**src/rtl/ariane_axi_pkg.sv**
```systemverilog
// AXI4 channel and bundle types shared by the core's bus fabric.
// Sized for the 64-bit data path with 4-bit IDs.
package ariane_axi;

  localparam int unsigned IdW   = 4;
  localparam int unsigned AddrW = 64;
  localparam int unsigned DataW = 64;
  localparam int unsigned UserW = 1;

  typedef struct packed {
    logic [IdW-1:0]   id;
    logic [AddrW-1:0] addr;
    logic [7:0]       len;
    logic [2:0]       size;
    logic [1:0]       burst;
    logic             lock;
    logic [3:0]       cache;
    logic [2:0]       prot;
    logic [3:0]       qos;
    logic [3:0]       region;
    logic [5:0]       atop;
    logic [UserW-1:0] user;
  } aw_chan_t;

  typedef struct packed {
    logic [DataW-1:0]   data;
    logic [DataW/8-1:0] strb;
    logic               last;
    logic [UserW-1:0]   user;
  } w_chan_t;

  typedef struct packed {
    logic [IdW-1:0]   id;
    logic [1:0]       resp;
    logic [UserW-1:0] user;
  } b_chan_t;

  typedef struct packed {
    logic [IdW-1:0]   id;
    logic [AddrW-1:0] addr;
    logic [7:0]       len;
    logic [2:0]       size;
    logic [1:0]       burst;
    logic             lock;
    logic [3:0]       cache;
    logic [2:0]       prot;
    logic [3:0]       qos;
    logic [3:0]       region;
    logic [UserW-1:0] user;
  } ar_chan_t;

  typedef struct packed {
    logic [IdW-1:0]   id;
    logic [DataW-1:0] data;
    logic [1:0]       resp;
    logic             last;
    logic [UserW-1:0] user;
  } r_chan_t;

  typedef struct packed {
    aw_chan_t aw;
    logic     aw_valid;
    w_chan_t  w;
    logic     w_valid;
    logic     b_ready;
    ar_chan_t ar;
    logic     ar_valid;
    logic     r_ready;
  } req_t;

  typedef struct packed {
    logic    aw_ready;
    logic    ar_ready;
    logic    w_ready;
    logic    b_valid;
    b_chan_t b;
    logic    r_valid;
    r_chan_t r;
  } resp_t;

endpackage

```
**src/rtl/axi_rr_pick.sv**
```systemverilog
// Round-robin picker: first set bit of valid_i at or after ptr_i.
// Purely combinational; the caller owns the pointer register.
module axi_rr_pick #(
  parameter int unsigned NumMst = 2,
  parameter int unsigned IdxW   = $clog2(NumMst)
) (
  input  logic [NumMst-1:0] valid_i,
  input  logic [IdxW-1:0]   ptr_i,
  output logic              any_o,
  output logic [IdxW-1:0]   idx_o
);

  function automatic logic [IdxW-1:0] wrap(
    input logic [IdxW-1:0] p,
    input int unsigned     o
  );
    int unsigned s;
    s = (32'(p) + o) % NumMst;
    return IdxW'(s);
  endfunction

  always_comb begin
    any_o = 1'b0;
    idx_o = '0;
    for (int i = 0; i < NumMst; i++) begin
      if (!any_o && valid_i[wrap(ptr_i, i)]) begin
        any_o = 1'b1;
        idx_o = wrap(ptr_i, i);
      end
    end
  end

endmodule

```
**src/rtl/axi_txn_arbiter.sv**
```systemverilog
// N:1 AXI arbiter, one transaction at a time per direction.
// Write and read sequencers run independently with own RR pointers.
module axi_txn_arbiter
  import ariane_axi::*;
#(
  parameter int unsigned NumMst = 2,
  parameter int unsigned IdxW   = $clog2(NumMst)
) (
  input  logic                clk_i,
  input  logic                rst_i,
  input  req_t  [NumMst-1:0]  mst_req_i,
  output resp_t [NumMst-1:0]  mst_resp_o,
  output req_t                slv_req_o,
  input  resp_t               slv_resp_i
);

  typedef enum logic [1:0] {
    W_IDLE, W_AW, W_DATA, W_RESP
  } w_state_e;

  typedef enum logic [1:0] {
    R_IDLE, R_AR, R_DATA
  } r_state_e;

  w_state_e w_q, w_d;
  r_state_e r_q, r_d;

  logic [IdxW-1:0]   w_gnt_q, w_ptr_q, w_win;
  logic [IdxW-1:0]   r_gnt_q, r_ptr_q, r_win;
  logic              w_any, r_any;
  logic [NumMst-1:0] aw_vld, ar_vld;
  logic              aw_hs, w_hs, b_hs;
  logic              ar_hs, r_hs;

  function automatic logic [IdxW-1:0] nxt(
    input logic [IdxW-1:0] i
  );
    return (32'(i) == NumMst - 1) ? '0 : i + 1'b1;
  endfunction

  always_comb begin
    for (int i = 0; i < NumMst; i++) begin
      aw_vld[i] = mst_req_i[i].aw_valid;
      ar_vld[i] = mst_req_i[i].ar_valid;
    end
  end

  axi_rr_pick #(
    .NumMst (NumMst),
    .IdxW   (IdxW)
  ) u_aw_pick (
    .valid_i (aw_vld),
    .ptr_i   (w_ptr_q),
    .any_o   (w_any),
    .idx_o   (w_win)
  );

  axi_rr_pick #(
    .NumMst (NumMst),
    .IdxW   (IdxW)
  ) u_ar_pick (
    .valid_i (ar_vld),
    .ptr_i   (r_ptr_q),
    .any_o   (r_any),
    .idx_o   (r_win)
  );

  // Handshakes seen on the downstream side, qualified by phase.
  assign aw_hs = (w_q == W_AW) &&
                 mst_req_i[w_gnt_q].aw_valid &&
                 slv_resp_i.aw_ready;
  assign w_hs  = (w_q == W_DATA) &&
                 mst_req_i[w_gnt_q].w_valid &&
                 slv_resp_i.w_ready;
  assign b_hs  = (w_q == W_RESP) &&
                 slv_resp_i.b_valid &&
                 mst_req_i[w_gnt_q].b_ready;
  assign ar_hs = (r_q == R_AR) &&
                 mst_req_i[r_gnt_q].ar_valid &&
                 slv_resp_i.ar_ready;
  assign r_hs  = (r_q == R_DATA) &&
                 slv_resp_i.r_valid &&
                 mst_req_i[r_gnt_q].r_ready;

  always_ff @(posedge clk_i) begin
    if (rst_i) begin
      w_q     <= W_IDLE;
      w_gnt_q <= '0;
      w_ptr_q <= '0;
    end else begin
      w_q <= w_d;
      if (w_q == W_IDLE && w_any) begin
        w_gnt_q <= w_win;
        w_ptr_q <= nxt(w_win);
      end
    end
  end

  always_ff @(posedge clk_i) begin
    if (rst_i) begin
      r_q     <= R_IDLE;
      r_gnt_q <= '0;
      r_ptr_q <= '0;
    end else begin
      r_q <= r_d;
      if (r_q == R_IDLE && r_any) begin
        r_gnt_q <= r_win;
        r_ptr_q <= nxt(r_win);
      end
    end
  end

  always_comb begin
    w_d = w_q;
    unique case (w_q)
      W_IDLE: if (w_any) w_d = W_AW;
      W_AW:   if (aw_hs) w_d = W_DATA;
      W_DATA: if (w_hs && mst_req_i[w_gnt_q].w.last)
                w_d = W_RESP;
      W_RESP: if (b_hs) w_d = W_IDLE;
      default: w_d = W_IDLE;
    endcase
  end

  always_comb begin
    r_d = r_q;
    unique case (r_q)
      R_IDLE: if (r_any) r_d = R_AR;
      R_AR:   if (ar_hs) r_d = R_DATA;
      R_DATA: if (r_hs && slv_resp_i.r.last)
                r_d = R_IDLE;
      default: r_d = R_IDLE;
    endcase
  end

  // Payloads always follow the grant; only valid/ready are gated.
  always_comb begin
    slv_req_o    = '0;
    slv_req_o.aw = mst_req_i[w_gnt_q].aw;
    slv_req_o.w  = mst_req_i[w_gnt_q].w;
    slv_req_o.ar = mst_req_i[r_gnt_q].ar;
    for (int i = 0; i < NumMst; i++) begin
      mst_resp_o[i]   = '0;
      mst_resp_o[i].b = slv_resp_i.b;
      mst_resp_o[i].r = slv_resp_i.r;
    end
    unique case (w_q)
      W_AW: begin
        slv_req_o.aw_valid = mst_req_i[w_gnt_q].aw_valid;
        mst_resp_o[w_gnt_q].aw_ready = slv_resp_i.aw_ready;
      end
      W_DATA: begin
        slv_req_o.w_valid = mst_req_i[w_gnt_q].w_valid;
        mst_resp_o[w_gnt_q].w_ready = slv_resp_i.w_ready;
      end
      W_RESP: begin
        slv_req_o.b_ready = mst_req_i[w_gnt_q].b_ready;
        mst_resp_o[w_gnt_q].b_valid = slv_resp_i.b_valid;
      end
      default: ;
    endcase
    unique case (r_q)
      R_AR: begin
        slv_req_o.ar_valid = mst_req_i[r_gnt_q].ar_valid;
        mst_resp_o[r_gnt_q].ar_ready = slv_resp_i.ar_ready;
      end
      R_DATA: begin
        slv_req_o.r_ready = mst_req_i[r_gnt_q].r_ready;
        mst_resp_o[r_gnt_q].r_valid = slv_resp_i.r_valid;
      end
      default: ;
    endcase
  end

  a_no_atop: assert property (
    @(posedge clk_i) disable iff (rst_i)
    (w_q == W_AW && mst_req_i[w_gnt_q].aw_valid)
      |-> (mst_req_i[w_gnt_q].aw.atop == '0)
  );

endmodule
```
**config.mk**
```make
export PLATFORM = sky130hd
export DESIGN_NAME = axi_txn_arbiter
export DESIGN_NICKNAME = d
export VERILOG_FILES = /design/src/rtl/ariane_axi_pkg.sv /design/src/rtl/axi_rr_pick.sv /design/src/rtl/axi_txn_arbiter.sv
export SDC_FILE = /design/constraint.sdc
export NUM_CORES = 1
export LEC_CHECK = 0
export CAP_MARGIN = 10
export CORE_AREA = 2 2 423 425
export DETAILED_ROUTE_END_ITERATION = 16
export DIE_AREA = 0 0 425 427
export MAX_ROUTING_LAYER = met4
export PLACE_DENSITY_LB_ADDON = 0.1
export SLEW_MARGIN = 20
export SYNTH_ARGS = -nofsm -noshare
export SYNTH_HDL_FRONTEND = slang
export SYNTH_SLANG_ARGS = --single-unit
```
**constraint.sdc**
```tcl
create_clock -name clk_i -period 2.1 [get_ports clk_i]
set_input_delay 0.315 -clock clk_i [delete_from_list [all_inputs] [get_ports clk_i]]
set_output_delay 0.315 -clock clk_i [all_outputs]
set_load 0.02 [all_outputs]
```
==> results.yml, run 1 <==
timing:
  timing.final.crit_share_pct: 116
  fmax_mhz: 412
  finalHoldViolations: 0
  final-setup-viol-count: 393
  minimum_period_implied_by_the_final_worst_setup_slack_ns: 2.43
  fin_worst_skew_ns: 0.000641
  grt_setup_unrepaired: "true"
  postLayoutSetupSlackWorst_ns: -0.328
  relSlewSlack_pct: 66.8
  final_slew_viol_count: 0
  worstMarginPinSlew_ns: 0.497
  worst_hold_slack_ns: 0.505
drt:
  detail_route.wl_per_cell_microns: 21.1
  drt_first_iter_violations: 196
  dr_total_vias: 8634
  vias_per_cell: 2.16
  drt.antenna.violating_nets: 0
  number_of_remaining_drc_errors: 0
  drt_pass1_iterations: 4
  totalWireLength_microns: 84500
power_and_ir_drop:
  comb_power_share_pct: 96.2
  internal_power_mw: 8.33
  switching_power_mw: 9.06
  power.leakage_nw: 6.72
  sequential_group_share_of_total_power_pct: 1.8
  power_density_mw_per_mm2: 903
  finalPower_mw: 17.4
  ir_drop_uv: 469
  power.switching_fraction_pct: 52.1
  power.clock.fraction_pct: 2.0
layout:
  fin_area_sq_mm: 0.0192
  commonest_cells_after_routing_fill_and_taps_aside: "clkdlybuf4s50_1, mux2_2, buf_4"
  layout-drive-gt1-share_pct: 38.5
  layout-area-overhead-vs-synth_pct: 279
  mostFrequentLayoutCell: "clkdlybuf4s50_1"
  finalNetCount: 2286
worst_setup_path:
  worstSetupEndpointType: "output port"
  critical_path_cell_list: "inv_4 -> ha_4 -> nor4_4 -> buf_6 -> nor2_4 -> buf_12 -> and2_1 -> dlygate4sd2_1"
  critPathArrivalTime_ns: 2.11
  cpPeakStageDelay_ns: 0.38
  timing.critical_path.depth: 8
  setup.worst_path.start_class: "register"
  timing.reg2reg.setup_slack_ns: 0.13
  worstPathMaxFanout: 34
  worst_r2r_path_depth: 8
  critPathKind: "reg2out"
  cp_num_buf_inv: 4
  cpLargestDelayFamily: "buffers and inverters"
  cp_data_required_time_ns: 1.78
  crit_path_top_delay_cell: "dfxtp_4"
clock_network:
  clockBufferDepth: 2
  num_cts_buffers: 3
  cts_max_level: 1
  cts_tree: "done"
  worstSkewPairLatency_ns: 0.25
  tritoncts_num_sinks: 8
  cts_root_buf: "clkbuf_16"
  clk_slew_on_worst_s_h_paths_ns: 0.04
yosys:
  ys_dominant_reg_cell: "dfxtp_1"
  synth.avg_cell_area_sq_um: 8.91
  synth-async-reset-ratio_pct: 0
  synthesis.yosys.warnings: 0
  unique_masters_post_synth: 28
  share_of_yosys_cell_area_claimed_by_the_top_area_cell_type_pct: 60.9
  syn_area_sq_mm: 0.00508
  synth_area_leader_cell: "mux2_2"
  seq_area_frac_synth_pct: 3.15
  syn_nets: 1226
  netlist_instances: 570
  synth_edf_count: 0
  netlist_top_cells_area: "mux2_2, buf_4, and2_1"
  yosys_register_bits: 8
place:
  finalWeightedCongestion: 0.939
  io_buffers: 1096
  dpl_hpwl_microns: 79100
  placedInstanceArea_sq_mm: 0.0191
hold_path:
  hold_path_class: "reg2reg"
  holdPathStages: 2
die:
  start_util_pct: 2.87
  dieArea_sq_mm: 0.181
  boundaryPins: 1097
  core_sq_mm: 0.177
  rows: 155
  dieWidth_microns: 425
  dieHeight_microns: 427
run_status:
  failed_checks: "negative setup slack"
  status: "complete, but fails checks"
global_routing:
  grt_use_total_pct: 8.84
  grt_antenna_before_repair: 32
  grt_pass1_wl_microns: 101000
  global_route.overflow_total: 0
  largest_net_degree_at_the_start_of_global_routing: 54
  first_global_vias: 9598
flow_run:
  max-cap-violations: 0
## path summary, 6_finish.rpt
| kind | startpoint | to |
|---|---|---|
| max reg2reg | w_gnt_q$_SDFFE_PP0P_ | w_q[1]$_SDFFE_PP0P_ |
| min | w_ptr_q$_SDFFE_PP0P_ | w_ptr_q$_SDFFE_PP0P_ |
| max | w_q[0]$_SDFFE_PP0P_ | mst_resp_o[24] |
| min reg2reg | w_ptr_q$_SDFFE_PP0P_ | w_ptr_q$_SDFFE_PP0P_ |
## logic make-up (layout without fill, tap and decap cells)
group           count (synthesis)  after routing  share of synthesized area [%]
fa+ha+maj                       8              8                           1.97
mux                           283            283                           62.5
buf+inv                       132           1190                           16.4
compound gates                 16             16                           2.17
simple gates                  123            123                           13.8
other cells                     0             21                              0
flops                           8              8                           3.15
## power groups by stage
stage	Sequential (mW)	Combinational, mW	Clock [mW]
floorplan	0.238	8.00	0
global placement	0.282	16.6	0
detailed placement	0.280	16.5	0
CTS	0.293	16.3	0.383
global route	0.319	17.7	0.379
finish	0.306	16.7	0.348
## cell type report
cell class | instances | area, sq um
fillers | 20400 | 158000
clock buffers | 3 | 75.1
multi-input cells | 430 | 4310
flip-flops and latches | 8 | 178
diodes | 21 | 52.6
repair buffers | 1175 | 11600
well taps | 2355 | 2950
inverters | 12 | 50.0
## cells in the mapped netlist (2+ instances only)
| library cell | count |
|---|---|
| o21ai_0 | 2 |
| buf_4 | 79 |
| mux2i_1 | 8 |
| inv_1 | 12 |
| nor2_1 | 16 |
| a21oi_1 | 6 |
| mux2_2 | 275 |
| nor2b_1 | 7 |
| dfxtp_1 | 8 |
| nand3_1 | 2 |
| clkbuf_1 | 13 |
| and2_1 | 78 |
| ha_1 | 8 |
| nand2_1 | 13 |
| buf_2 | 27 |
| nor4_1 | 4 |
## what timing repair did
action,in CTS,in global routing
setup endpoints to repair,405,409
hold buffers,0,0
pin swaps,4,14
setup buffers,12,3
resized for setup,472,302
gates cloned,2,2
## per-layer routing
layer / routed length [microns] / vias up / track usage (%)
met4: 1190 / 0 / 1.71
li1: - / 4062 / -
met3: 8040 / 37 / 3.20
met5: 0 / - / -
met2: 45600 / 514 / 16.4
met1: 29600 / 4021 / 8.86
## state kept, by name, summed over array words and instances, names as in the netlist
signal,cells
r_gnt_q,1
r_ptr_q,1
r_q,2
w_gnt_q,1
w_ptr_q,1
w_q,2
## worst register-to-register path: stages, from the launching register on
cell	delay (ns)
dfxtp_4	0.36
buf_12	0.16
buf_4	0.17
buf_4	0.14
mux2i_1	0.16
o31a_1	0.32
a211oi_1	0.25
buf_4	0.17
mux2i_1	0.16
## metrics by stage
| stage | util (%) | setup slack [ns] | std cells | setup TNS [ns] |
|---|---|---|---|---|
| final | 10.9 | -0.328 | 4004 | -56.53 |
| after global routing | 10.8 | -0.423 | 3998 | -90.98 |
| after CTS | 10.8 | -0.443 | 3982 | -94.95 |
| after detailed placement | 10.8 | -0.935 | 3973 | -112.53 |
| after global placement | 10.8 | -0.938 | 3973 | -111.95 |
| after floorplan | - | -0.0184 | 570 | -0.368 |
Power figures use the tool's default switching activity.
==> run 2, diff against run 1 <==
- CORE_AREA: 2 2 423 425 -> 2 2 427 429
- DIE_AREA: 0 0 425 427 -> 0 0 429 431
- SYNTH_HIERARCHICAL: unset -> 1
==> run 2 against run 1 <==
The run still ends with negative setup slack left. Global-route usage barely moved. Non-clock buffer count is 22 higher. Cell count grew 0.80%. Sequential power shrank 12%. Synthesized cell count is 1.9% higher. Clock-buffer cell count stayed put. Sequential share of layout area barely moved. Die area increased by 1.9%. Maximum frequency decreased by 0.72%.
==> results.yml, run 2 <==
drt:
  drt_pass1_iterations: 4
  drt_first_iter_violations: 189
  totalWireLength_microns: 88100
  drt.antenna.violating_nets: 0
  dr_total_vias: 8864
  number_of_remaining_drc_errors: 0
  detail_route.wl_per_cell_microns: 21.8
  vias_per_cell: 2.20
place:
  io_buffers: 1096
  finalWeightedCongestion: 0.865
  dpl_hpwl_microns: 79200
yosys:
  synth_edf_count: 0
  netlist_top_cells_area: "mux2_2, buf_4, and2_1"
  share_of_yosys_cell_area_claimed_by_the_top_area_cell_type_pct: 59.7
  synth_area_leader_cell: "mux2_2"
  synth.most_common_cell: "mux2_2"
  unique_masters_post_synth: 33
  yosys_register_bits: 8
  synthTopCellsByCount: "mux2_2, buf_4, and2_1, buf_2"
  syn_nets: 1240
  netlist_instances: 581
  synthesis.yosys.warnings: 6
  ys_dominant_reg_cell: "dfxtp_1"
  synth.avg_cell_area_sq_um: 8.92
  synth-async-reset-ratio_pct: 0
  syn_area_sq_mm: 0.00518
  seq_area_frac_synth_pct: 3.09
global_routing:
  first_global_vias: 9509
  largest_net_degree_at_the_start_of_global_routing: 80
  grt_use_total_pct: 8.88
  global_route.overflow_total: 0
  grt_pass1_wl_microns: 105000
  grt_antenna_before_repair: 12
worst_setup_path:
  worst_r2r_path_depth: 7
  critical_path_cell_list: "inv_2 -> ha_2 -> nor4_4 -> buf_4 -> o21ai_4 -> clkbuf_16 -> and2_1 -> dlygate4sd2_1"
  timing.reg2reg.setup_slack_ns: 0.29
  worstSetupEndpointType: "output port"
  critPathKind: "reg2out"
  cpPeakStageDelay_ns: 0.36
  setup.worst_path.start_class: "register"
  critPathArrivalTime_ns: 2.13
  worstPathMaxFanout: 40
  crit_path_top_delay_cell: "dfxtp_4"
  cp_data_required_time_ns: 1.78
clock_network:
  worstSkewPairLatency_ns: 0.24
  cts_tree: "done"
  clk_slew_on_worst_s_h_paths_ns: 0.04
  cts_root_buf: "clkbuf_16"
  cts_max_level: 1
  clockBufferDepth: 2
  tritoncts_num_sinks: 8
  cts_hold_buf: 0
  num_cts_buffers: 3
layout:
  layout-drive-gt1-share_pct: 41.4
  reg_top3: "r_q: 2 flops, w_q: 2 flops"
  mostFrequentLayoutCell: "clkdlybuf4s50_1"
  layout-area-overhead-vs-synth_pct: 292
  n_fill_cell: 20700
  commonest_cells_after_routing_fill_and_taps_aside: "clkdlybuf4s50_1, mux2_2, dlymetal6s2s_1"
  finalNetCount: 2322
run_status:
  status: "complete, but fails checks"
  failed_checks: "negative setup slack"
timing:
  final_slew_viol_count: 0
  final-setup-viol-count: 158
  finalHoldViolations: 0
  postLayoutSetupSlackWorst_ns: -0.346
  relSlewSlack_pct: 71.8
  worstMarginPinSlew_ns: 0.422
  worst_hold_slack_ns: 0.504
  fin_worst_skew_ns: 0.000514
  grt_setup_unrepaired: "true"
  minimum_period_implied_by_the_final_worst_setup_slack_ns: 2.45
  timing.final.crit_share_pct: 116
  fmax_mhz: 409
die:
  start_util_pct: 2.88
  boundaryPins: 1097
  dieArea_sq_mm: 0.185
  core_sq_mm: 0.180
  dieWidth_microns: 429
  dieHeight_microns: 431
  rows: 156
hold_path:
  hold_path_class: "reg2reg"
  holdPathStages: 2
power_and_ir_drop:
  ir_drop_uv: 544
  finalPower_mw: 17.5
  power.leakage_nw: 8.93
  power_density_mw_per_mm2: 860
flow_run:
  max-cap-violations: 0
## run 2: kinds of logic after synthesis
group,synth area share (%)
buffers and inverters,16.3
adder cells (fa/ha/maj),2.65
AO/OA/AOI/OAI,3.02
flip-flops,3.09
multiplexers,61.3
AND/OR/NAND/NOR,13.7
## run 2: metrics by stage
stage	cell area (sq um)	utilization (%)	TNS [ns]	instances	setup WS [ns]
CTS	18900	10.5	-104.98	3999	-0.407
floorplan	5200	-	-0.207	581	-0.0207
global route	20300	11.3	-51.23	4034	-0.448
detailed placement	18900	10.5	-109.75	3987	-0.571
finish	20300	11.3	-36.93	4036	-0.346
global placement	18900	10.5	-107.87	3987	-0.579
## run 2: repair_timing
| item | CTS | global route |
|---|---|---|
| buffers inserted | 9 | 20 |
| cloned | 0 | 12 |
| pin swaps | 30 | 16 |
| resized for setup | 478 | 548 |
| setup endpoints to repair | 435 | 409 |
## run 2: worst max-delay path: cells and delay by family, from the launching register on
| kind | cells | cell delay [ns] |
|---|---|---|
| AND/OR/NAND/NOR | 2 | 0.23 |
| buffers and inverters | 4 | 0.82 |
| adder cells (fa/ha/maj) | 1 | 0.21 |
| AO/OA/AOI/OAI | 1 | 0.20 |
| flip-flops | 1 | 0.36 |
## run 2: cell type report
cell class / instances / area, sq um / area share, %
Multi-Input combinational cell: 439 / 4470 / 22.0
Antenna cell: 5 / 12.5 / 0.0616
Inverter: 14 / 55.1 / 0.271
Timing Repair Buffer: 1197 / 12600 / 61.8
Tap cell: 2370 / 2970 / 14.6
Sequential cell: 8 / 178 / 0.874
Clock buffer: 3 / 75.1 / 0.369
## run 2: per-layer routing
layer	GRT usage, %	part of all wire (%)
met5	-	0
met3	1.88	5.8
met2	17.5	57
met1	9.33	37
met4	0.573	0.48
## run 2: final timing paths
path                   startpoint                    to
max           w_q[0]$_SDFFE_PP0P_       mst_resp_o[136]
min          r_ptr_q$_SDFFE_PP0P_  r_ptr_q$_SDFFE_PP0P_
max reg2reg  w_gnt_q$_SDFFE_PP0P_   w_q[1]$_SDFFE_PP0P_
min reg2reg  r_ptr_q$_SDFFE_PP0P_  r_ptr_q$_SDFFE_PP0P_
## run 2: report_power, final
group | switching (mW) | internal (mW) | total (mW) | leakage (nW)
registers | 0.0532 | 0.215 | 0.268 | 0.0695
clock network | 0.0905 | 0.247 | 0.338 | 0.0370
logic | 8.41 | 8.46 | 16.9 | 8.83
==> run 3, diff against run 2 <==
- GPL_TIMING_DRIVEN: unset -> 0
- PLACE_DENSITY: unset -> 0.31
- PLACE_DENSITY_LB_ADDON: 0.1 -> unset
==> run 3 against run 2 <==
The run still ends with negative setup slack left. Hold slack better by 0.0084 ns. Power is 26% higher. Sequential power is 7% higher. Clock-buffer cell count stayed put. Clock power is 16% higher. First-iteration DRC count is 95% higher. Core utilization is 0.60 points higher. Sequential share of layout area hardly changed. Maximum frequency is 8.1% lower. Cell count is 2.8% higher. Critical endpoint is now mst_resp_o[125]. Largest power group unchanged.
==> results.yml, run 3 (synthesized netlist as in run 2, its figures left out) <==
hold_path:
  whs_endpoint: "r_ptr_q$_SDFFE_PP0P_"
  holdPathStages: 2
  hold_path_class: "reg2reg"
  hold_start: "r_ptr_q$_SDFFE_PP0P_"
worst_setup_path:
  critPathKind: "reg2out"
  timing.rr.end: "w_q[1]$_SDFFE_PP0P_"
  setup.worst_path.start_class: "register"
  worst_r2r_src: "w_q[1]$_SDFFE_PP0P_"
  worstPathMaxFanout: 7
  critPathArrivalTime_ns: 2.35
  timing.reg2reg.setup_slack_ns: 0.34
  worstSetupEndpointType: "output port"
  cp_data_required_time_ns: 1.78
  worst_r2r_path_depth: 7
layout:
  n_fill_cell: 20700
  seqCellArea_sq_um: 178
  instances_no_fill: 4147
  multiInputGateArea_sq_mm: 0.00471
  layout-drive-gt1-share_pct: 50.7
  layout-area-overhead-vs-synth_pct: 313
  layout.core_utilization_pct: 11.9
  finalNetCount: 2402
  mostFrequentLayoutCell: "clkdlybuf4s50_1"
  commonest_cells_after_routing_fill_and_taps_aside: "clkdlybuf4s50_1, mux2_2, buf_6"
  fin_area_sq_mm: 0.0214
  reg_top3: "r_q: 2 flops, w_q: 2 flops"
place:
  finalWeightedCongestion: 0.986
  place.detailed.instances: 4049
  placedInstanceArea_sq_mm: 0.0192
  io_buffers: 1096
  dpl_hpwl_microns: 128000
  place_worst_setup_slack_ns: -1.87
timing:
  grt_setup_unrepaired: "true"
  worstMarginPinSlew_ns: 0.718
  finalHoldViolations: 0
  fin_worst_skew_ns: 0.000345
  final_slew_viol_count: 0
  postLayoutSetupSlackWorst_ns: -0.562
  fmax_mhz: 376
  timing.final.crit_share_pct: 127
  relSlewSlack_pct: 52.0
  final-setup-viol-count: 161
  minimum_period_implied_by_the_final_worst_setup_slack_ns: 2.66
clock_network:
  cts_tree: "done"
  cts_max_level: 1
  cts_root_buf: "clkbuf_16"
  tritoncts_num_sinks: 8
  worstSkewPairLatency_ns: 0.26
  clockBufferDepth: 2
  clk_slew_on_worst_s_h_paths_ns: 0.05
  num_cts_buffers: 3
  cts_hold_buf: 0
run_status:
  status: "complete, but fails checks"
  failed_checks: "negative setup slack"
global_routing:
  grt_pass1_wl_microns: 155000
  grt_antenna_before_repair: 105
  grt_use_total_pct: 14.2
  global_route.overflow_total: 0
  first_global_vias: 9930
  largest_net_degree_at_the_start_of_global_routing: 11
die:
  dieArea_sq_mm: 0.185
  rows: 156
  dieWidth_microns: 429
  boundaryPins: 1097
  dieHeight_microns: 431
  start_util_pct: 2.88
  core_sq_mm: 0.180
power_and_ir_drop:
  power.switching_fraction_pct: 50.2
  sequential_group_share_of_total_power_pct: 1.3
  internal_power_mw: 10.9
  power.leakage_nw: 9.10
  comb_power_share_pct: 96.9
  ir_drop_uv: 747
  power_density_mw_per_mm2: 1030
  switching_power_mw: 11.0
  finalPower_mw: 22.0
  power.clock.fraction_pct: 1.8
drt:
  drt.antenna.violating_nets: 0
  number_of_remaining_drc_errors: 0
  totalWireLength_microns: 136000
  dr_total_vias: 9799
  post_route_met1_wirelength_microns: 49100
  wl_met3_microns: 13700
  wl_met2_microns: 71000
  drt_pass1_iterations: 4
  highest_layer: "met4"
  detail_route.wl_per_cell_microns: 32.7
  vias_per_cell: 2.36
  drt_first_iter_violations: 368
flow_run:
  max-cap-violations: 0
run 3: cell type report:
cell class	instances	area share [%]
clock buffer	3	0.351
sequential	8	0.830
antenna	36	0.421
timing repair buffer	1164	55.9
inverter	14	0.322
buffer	113	6.31
tap	2370	13.9
multi-input combinational	439	22.0
run 3: what timing repair did:
action	4_1_cts	5_1_grt
pin swaps	23	39
buffers inserted	24	36
endpoints found under the setup margin	452	442
gates resized for setup	1562	721
cloned	2	7
run 3: power by group through the flow:
stage / clock network [mW] / logic, mW / registers (mW)
floorplan: 0 / 7.39 / 0.232
finish: 0.391 / 21.3 / 0.287
detailed placement: 0 / 18.0 / 0.241
global placement: 0 / 18.0 / 0.241
global route: 0.420 / 22.4 / 0.294
CTS: 0.420 / 19.5 / 0.277
run 3: worst max-delay path by stage:
stage,start,end,cells past startpoint
global route,w_q[1]$_SDFFE_PP0P_,mst_resp_o[125],11
global placement,w_q[1]$_SDFFE_PP0P_,mst_resp_o[163],8
floorplan,r_q[0]$_SDFFE_PP0P_,mst_resp_o[114],8
detailed placement,r_gnt_q$_SDFFE_PP0P_,mst_resp_o[156],6
CTS,w_q[1]$_SDFFE_PP0P_,mst_resp_o[141],11
finish,w_q[1]$_SDFFE_PP0P_,mst_resp_o[125],11
run 3: routing by layer:
metal	global-route usage [%]	vias to the layer above
met3	5.65	149
met2	26.1	640
met1	14.8	4667
met5	-	-
met4	1.10	0
li1	-	4343
run 3: worst max-delay path: stages (launching register included):
cell	delay [ns]
dfxtp_4	0.37
buf_6	0.13
ha_4	0.16
nor4_4	0.22
buf_6	0.19
o21ai_4	0.08
buf_12	0.14
buf_12	0.15
clkbuf_16	0.16
and2_4	0.20
buf_6	0.12
buf_6	0.12
run 3: stage by stage:
step	hold slack, ns	setup TNS, ns
3_5_place_dp	0.487	-456.90
4_1_cts	0.489	-145.22
6_report	0.512	-66.39
5_1_grt	0.529	-81.76
2_1_floorplan	0.384	-0.207
3_3_place_gp	0.469	-605.75
